$ cat src/rtl/rf_wb_scheduler.sv
// Register file writeback scheduler.
// Arbitrates ALU and LSU writeback requests onto one register file write port
// with a 1-bit round-robin pointer. A registered output stage adds one cycle
// of latency. A scoreboard tracks destination registers that have been issued
// but not yet committed, so that decode can detect hazards.
module rf_wb_scheduler (
   input  logic        clk_i,
   input  logic        rst_i,
   // Issue side: sets pending bits
   input  logic        issue_valid_i,
   input  logic [4:0]  issue_rd_i,
   // ALU writeback requester
   input  logic        alu_valid_i,
   input  logic [4:0]  alu_rd_i,
   input  logic [31:0] alu_data_i,
   output logic        alu_ready_o,
   // LSU writeback requester
   input  logic        lsu_valid_i,
   input  logic [4:0]  lsu_rd_i,
   input  logic [31:0] lsu_data_i,
   output logic        lsu_ready_o,
   // Register file write port
   output logic        rf_we_o,
   output logic [4:0]  rf_waddr_o,
   output logic [31:0] rf_wdata_o,
   // Hazard lookup from decode
   input  logic [4:0]  rs1_addr_i,
   input  logic [4:0]  rs2_addr_i,
   output logic        rs1_busy_o,
   output logic        rs2_busy_o
);

   localparam int unsigned DataWidth = 32;
   localparam int unsigned AddrWidth = 5;
   localparam int unsigned NumRegs   = 32;

   // Which requester wins when both are valid
   typedef enum logic {
      PtrAlu = 1'b0,
      PtrLsu = 1'b1
   } ptr_e;

   ptr_e                 ptr_q, ptr_d;
   logic                 alu_xfer, lsu_xfer, any_xfer;
   logic [AddrWidth-1:0] sel_rd;
   logic [DataWidth-1:0] sel_data;

   logic                 we_q, we_d;
   logic [AddrWidth-1:0] waddr_q, waddr_d;
   logic [DataWidth-1:0] wdata_q, wdata_d;

   logic [NumRegs-1:0]   pending_q, pending_d;

   // Ready depends only on the other requester's valid and the pointer, never
   // on the requester's own valid, so ready can be sampled before valid rises.
   always_comb begin
      alu_ready_o = 1'b1;
      lsu_ready_o = 1'b1;
      if (lsu_valid_i && (ptr_q == PtrLsu)) begin
         alu_ready_o = 1'b0;
      end
      if (alu_valid_i && (ptr_q == PtrAlu)) begin
         lsu_ready_o = 1'b0;
      end
   end

   // Handshake detection and winner selection; the two transfers are exclusive
   always_comb begin
      alu_xfer = alu_valid_i & alu_ready_o;
      lsu_xfer = lsu_valid_i & lsu_ready_o;
      any_xfer = alu_xfer | lsu_xfer;
      sel_rd   = alu_rd_i;
      sel_data = alu_data_i;
      if (lsu_xfer) begin
         sel_rd   = lsu_rd_i;
         sel_data = lsu_data_i;
      end
   end

   // Pointer moves to the requester that was not served; holds when idle
   always_comb begin
      ptr_d = ptr_q;
      if (alu_xfer) begin
         ptr_d = PtrLsu;
      end else if (lsu_xfer) begin
         ptr_d = PtrAlu;
      end
   end

   // Round-robin pointer register
   always_ff @(posedge clk_i or posedge rst_i) begin
      if (rst_i) begin
         ptr_q <= PtrAlu;
      end else begin
         ptr_q <= ptr_d;
      end
   end

   // Output stage next state: writes to x0 are accepted but never reach the
   // register file; address/data hold when nothing is written.
   always_comb begin
      we_d    = 1'b0;
      waddr_d = waddr_q;
      wdata_d = wdata_q;
      if (any_xfer && (sel_rd != '0)) begin
         we_d    = 1'b1;
         waddr_d = sel_rd;
         wdata_d = sel_data;
      end
   end

   // Registered write port
   always_ff @(posedge clk_i or posedge rst_i) begin
      if (rst_i) begin
         we_q    <= 1'b0;
         waddr_q <= '0;
         wdata_q <= '0;
      end else begin
         we_q    <= we_d;
         waddr_q <= waddr_d;
         wdata_q <= wdata_d;
      end
   end

   assign rf_we_o    = we_q;
   assign rf_waddr_o = waddr_q;
   assign rf_wdata_o = wdata_q;

   // Scoreboard next state: clear on commit (when the register file actually
   // writes), then set on issue so a same-cycle set wins over the clear.
   always_comb begin
      pending_d = pending_q;
      if (we_q) begin
         pending_d[waddr_q] = 1'b0;
      end
      if (issue_valid_i && (issue_rd_i != '0)) begin
         pending_d[issue_rd_i] = 1'b1;
      end
      pending_d[0] = 1'b0;
   end

   // Scoreboard register
   always_ff @(posedge clk_i or posedge rst_i) begin
      if (rst_i) begin
         pending_q <= '0;
      end else begin
         pending_q <= pending_d;
      end
   end

   // Hazard lookup; x0 is never busy
   always_comb begin
      rs1_busy_o = (rs1_addr_i != '0) && pending_q[rs1_addr_i];
      rs2_busy_o = (rs2_addr_i != '0) && pending_q[rs2_addr_i];
   end

endmodule

$ cat config.mk
export PLATFORM = sky130hd
export DESIGN_NAME = rf_wb_scheduler
export DESIGN_NICKNAME = d
export VERILOG_FILES = /design/src/rtl/rf_wb_scheduler.sv
export SDC_FILE = /design/constraint.sdc
export NUM_CORES = 1
export LEC_CHECK = 0
export ABC_AREA = 1
export CAP_MARGIN = 20
export CORE_ASPECT_RATIO = 0.5
export CORE_UTILIZATION = 48
export CTS_BUF_LIST = sky130_fd_sc_hd__clkbuf_2 sky130_fd_sc_hd__clkbuf_4 sky130_fd_sc_hd__clkbuf_8
export DETAILED_ROUTE_END_ITERATION = 10
export GPL_ROUTABILITY_DRIVEN = 1
export GPL_TIMING_DRIVEN = 0
export PLACE_DENSITY = 0.94
export RECOVER_POWER = 50
export SETUP_SLACK_MARGIN = 0.5
export SYNTH_ARGS = -nofsm -noshare
export SYNTH_HDL_FRONTEND = slang
export SYNTH_SLANG_ARGS = --single-unit
$ cat constraint.sdc
create_clock -name clk_i -period 2.8 [get_ports clk_i]
set_input_delay 0.42 -clock clk_i [delete_from_list [all_inputs] [get_ports clk_i]]
set_output_delay 0.42 -clock clk_i [all_outputs]
set_load 0.01 [all_outputs]
* Word level (Yosys, flattened, before mapping) *
Index checks and enable logic that the tools add are counted.

cells by class
  order comparisons = 6
  reduce and logical (&&, ||, !) cells = 13
  mux-type cells = 17
  bitwise gates (word level) = 7

operators with widths
  cell                  number
  $mux W32              3
  $and A32 B32 Y32      1
  $not A32 Y32          1
  $or A32 B32 Y32       1
  $lt A5 B6 Y1 const B  4
  $reduce_bool A5 Y1    4
  $bmux W1 S5           2
  $demux W1 S5          2
  $ge A5 B1 Y1 const B  2
  $mux W1               9
  $logic_and A1 B1 Y1   8
  $mux W5               1
  $and A1 B1 Y1         2
  $reduce_bool A2 Y1    1
  $not A1 Y1            1
  $or A1 B1 Y1          1

word-level totals
  word-level logic and storage cells = 48
  bits in registers = 70
  input bits = 94

* Longest topological paths before layout *
  depth after elaboration = 9
  gate-level depth with buffers = 12

* Worst setup path before layout *
OpenSTA, ideal clock, no wires.

  kind = input-to-output
  start = input port rs2_addr_i[0]
  end = output port rs2_busy_o
  data arrival time = 1338 ps
  cell stages on the path = 10
  required time = 2380 ps
  slack = 1042 ps
  path through = buf_2 > buf_1 > nand2_1 > nand2_1 > nand2_1 > nand3_1 > nand3_1 > nand2_1 > nand2_1 > nand2_1

on the way
  longest elaborated chain between the ends = 3

ends and longest elaborated chain
  element                        line  RTL
  start, declared                28    input logic [4:0] rs2_addr_i,
  $bmux W1 S5                    154   rs2_busy_o = (rs2_addr_i != '0) && pending_q[rs2_addr_i];
  $mux W1 (not written as such)  154
  $logic_and A1 B1 Y1 *          154
  end, declared                  30    output logic rs2_busy_o

Mark *: on every way between the ends. The rest lies on a longest branch, timed or not. The select of a mux whose other input is x is not followed.

* Worst setup path after layout *
Ends and elaborated chain as after synthesis.

==> reports/qor.yml <==
synth:
  async_reset_ff_share_pct: 100
  post_synth_fa_ha_maj_area_fraction_pct: 0
  synth_xor_area_share_pct: 0
  synthesis.instances: 622
  synthFlopType: "dfrtp_1"
  synthSimpleGateAreaFrac_pct: 38.2
  synthesis.nets: 716
  synth_area_um2: 4240
  post_synth.cell_area_avg_um2: 6.82
  synth_top_family_by_area: "simple AND/OR/NAND/NOR gates"
  synth.most_common_cell: "nand2_1"
  netlist.area_leader.share_pct: 41.3
  yosys-top-cells-area: "dfrtp_1 (41%), nand2_1 (20%), nand3_1 (13%), o21ai_0 (7.0%), inv_1 (5.5%)"
  fraction_of_synthesized_area_in_multiplexers_pct: 0
  synth_common_cells: "nand2_1 (229), nand3_1 (108), dfrtp_1 (70), inv_1 (62), o21ai_0 (59)"
  synth.yosys.seq_area_share_pct: 41.3
  yosysUniqueCellTypes: 26
  synth_top_area_cell: "dfrtp_1"
  yosysWarnings: 0
  synth_edf_count: 0
  synth_compound_gate_area_share_pct: 10.9
  synth-seq-cells: 70
timing:
  final_critical_path_setup_slack_ns: 0.612
  timing.final.crit_share_pct: 78.1
  unrepaired_setup_endpoints_after_global_routing: "no"
  tightest_slew_ns: 1.30
  timing.max_slew.rel_slack_pct: 13.5
  timing.fmax_mhz: 457
  hold_violations: 0
  fin_worst_hold_slack_ns: 0.472
  finalCriticalPeriod_ns: 2.19
  report.final.slew_viol_count: 0
  final-setup-viol-count: 0
  setup_tns_ns: 0
  timing.clock.skew_ns: 0.0113
routing:
  detailroute.via_count: 4784
  remaining_drc_errors: 0
  drt_first_pass_iters: 5
  avgRoutedWirePerCell_um: 14.7
  wirelength_um: 13100
  initialDrtViolationCount: 355
  post_drt_via_cell_ratio: 5.39
  drt.antenna.violating_nets: 0
floorplanning:
  chipHeight_um: 68.5
  floorplan_core_area_um2: 8290
  initial_utilization_pct: 51.2
  floorplan.io_pins: 136
  die_area_um2: 9240
  placement_rows: 23
  die_w_um: 135
critical_path:
  setup.worst_path.end_class: "output port"
  timing.critical_path.required_ns: 2.38
  crit_family: "buffers and inverters"
  cp_max_fo: 10
  worstPathCellList: "dlygate4sd2_1 > buf_6 > buf_6 > o211ai_1 > nand3_1 > nand3_1 > nand2_1 > nand2_1 > nand2_1 > dlygate4sd2_1"
  timing.critical_path.slowest_cell_delay_ns: 0.27
  timing.reg2reg.setup_slack_ns: 1.04
  path_common_cell: "nand2_1"
  crit_buf_inv: 4
  crit_arrival_ns: 1.77
  timing.reg2reg.worst_path_depth: 12
  cp.depth: 10
  startpoint_type: "input pin"
  worst-setup-path-type: "input pin to output port"
  cpMaxStageDelayCell: "dlygate4sd2_1"
global_route:
  wire_length_of_the_first_global_routing_pass_um: 20800
  grt.overflow.total: 0
  first_global_vias: 4492
  grt_max_degree: 38
  busiest_layer: "met2"
  met1_usage_pct: 35.5
  groute.layer.met3.usage_pct: 7.70
  grtUsageTotal_pct: 29.3
  antenna_found_initial: 0
  grtUsageMet2_pct: 50.4
outcome:
  run_status: "complete, no violations"
cts:
  ctsRootBufferMaster: "clkbuf_8"
  cts.reportedPaths.clkPinSlew_ns: 0.07
  cts-hold-fix-buffers: 0
  cts_max_level: 3
  cts_inserted_buffers: 9
  tritoncts: "done"
  clkLatencyLatePin_ns: 0.35
  numClockSinks: 70
  cts.path.max_buffers: 2
pwr:
  max-vdd-ir-drop_mv: 0.253
  p_leak_nw: 2.98
  power.density_cell_area_nw_per_um2: 639
placed_design:
  placement.setup.worst_slack_ns: -0.100
  numPortBuffers: 135
  hpwlAfterDp_um: 9370
  gp_congestion: 0.932
flow_run:
  drv_cap: 0
final_layout:
  multi_input_area_um2: 2100
  area_delta_synth_final_pct: 42.5
  n_antenna_cell: 0
  drive_gt1_share_pct: 8.90
  finish.net_count: 865
  nFillCells: 640
  regArea_um2: 1750
min_path:
  holdPathStages: 2
  hp-class: "register to register"
## stage by stage
stage	instances	power [mW]	instance area, um2	utilization [%]
2_1_floorplan	622	2.29	4240	-
3_3_place_gp	869	2.86	5730	69.2
3_5_place_dp	870	2.92	5750	69.4
4_1_cts	887	3.83	6030	72.8
5_1_grt	887	4.10	6040	72.9
6_report	887	3.86	6040	72.9
## cell type report
| type | instances | area share, % |
|---|---|---|
| multi-input combinational | 459 | 34.8 |
| clock inverter | 5 | 1.37 |
| buffer | 29 | 3.44 |
| clock buffer | 10 | 2.28 |
| inverter | 64 | 4.00 |
| sequential | 70 | 29.0 |
| tap | 112 | 2.32 |
| timing repair buffer | 138 | 22.8 |
## registers in the layout, indices dropped and copies added (netlist names)
register and count:
ptr_q 1, rf_waddr_o 5, rf_wdata_o 32, rf_we_o 1, pending_q 31
## report_power, final
part | switching [mW] | internal [mW]
Sequential | 0.270 | 1.33
Clock | 0.381 | 0.524
Combinational | 0.722 | 0.632
Total | 1.37 | 2.49
## layout by cell type (no fill, tap or decap), types with 3 or more instances in the layout
master           count
clkbuf_8            11
dlygate4sd2_1        3
o211ai_1            10
dfrtp_1             70
inv_1               58
nand3_1            108
clkdlybuf4s50_1    122
nand2_1            229
inv_2                5
o31ai_1              8
o21ai_0             59
nor2_1              11
buf_6                6
buf_2               10
nand2_2             11
dlygate4sd3_1        4
nor3_1               8
clkbuf_4             3
clkbuf_1             9
## repair_timing
item                                    4_1_cts  5_1_grt
cloned                                        1        0
pin swaps                                     1        0
buffers inserted                              1        0
endpoints found under the setup margin        3        2
resized for setup                            42        4
## worst paths after layout
| check | from | to |
|---|---|---|
| setup / recovery | rs2_addr_i[0] | rs2_busy_o |
| hold / removal | rf_wdata_o[8] | rf_wdata_o[8] |
| setup reg to reg | ptr_q | rf_wdata_o[24] |
| hold reg to reg | rf_wdata_o[8] | rf_wdata_o[8] |
| max in group asynchronous | rst_i | pending_q[30] |
| min in group asynchronous | rst_i | rf_wdata_o[8] |
## layer usage
metal | wire length, um | vias up | share of wire [%]
met1 | 5350 | 2165 | 41
li1 | - | 2313 | -
met4 | 297 | 0 | 2.3
met5 | 0 | - | 0
met3 | 1150 | 43 | 8.8
met2 | 6280 | 263 | 48
## worst min-delay path: cells and delay by family (launching register included)
family	cells	cell delay [ns]
flops	1	0.35
simple gates	2	0.09
## cells by family after synthesis
kind of cell	count (synthesis)
AOI/OAI and AO/OA	81
and+or+nand+nor	378
DFF	70
buffers and inverters	93
(Power assumes the default switching activity.)
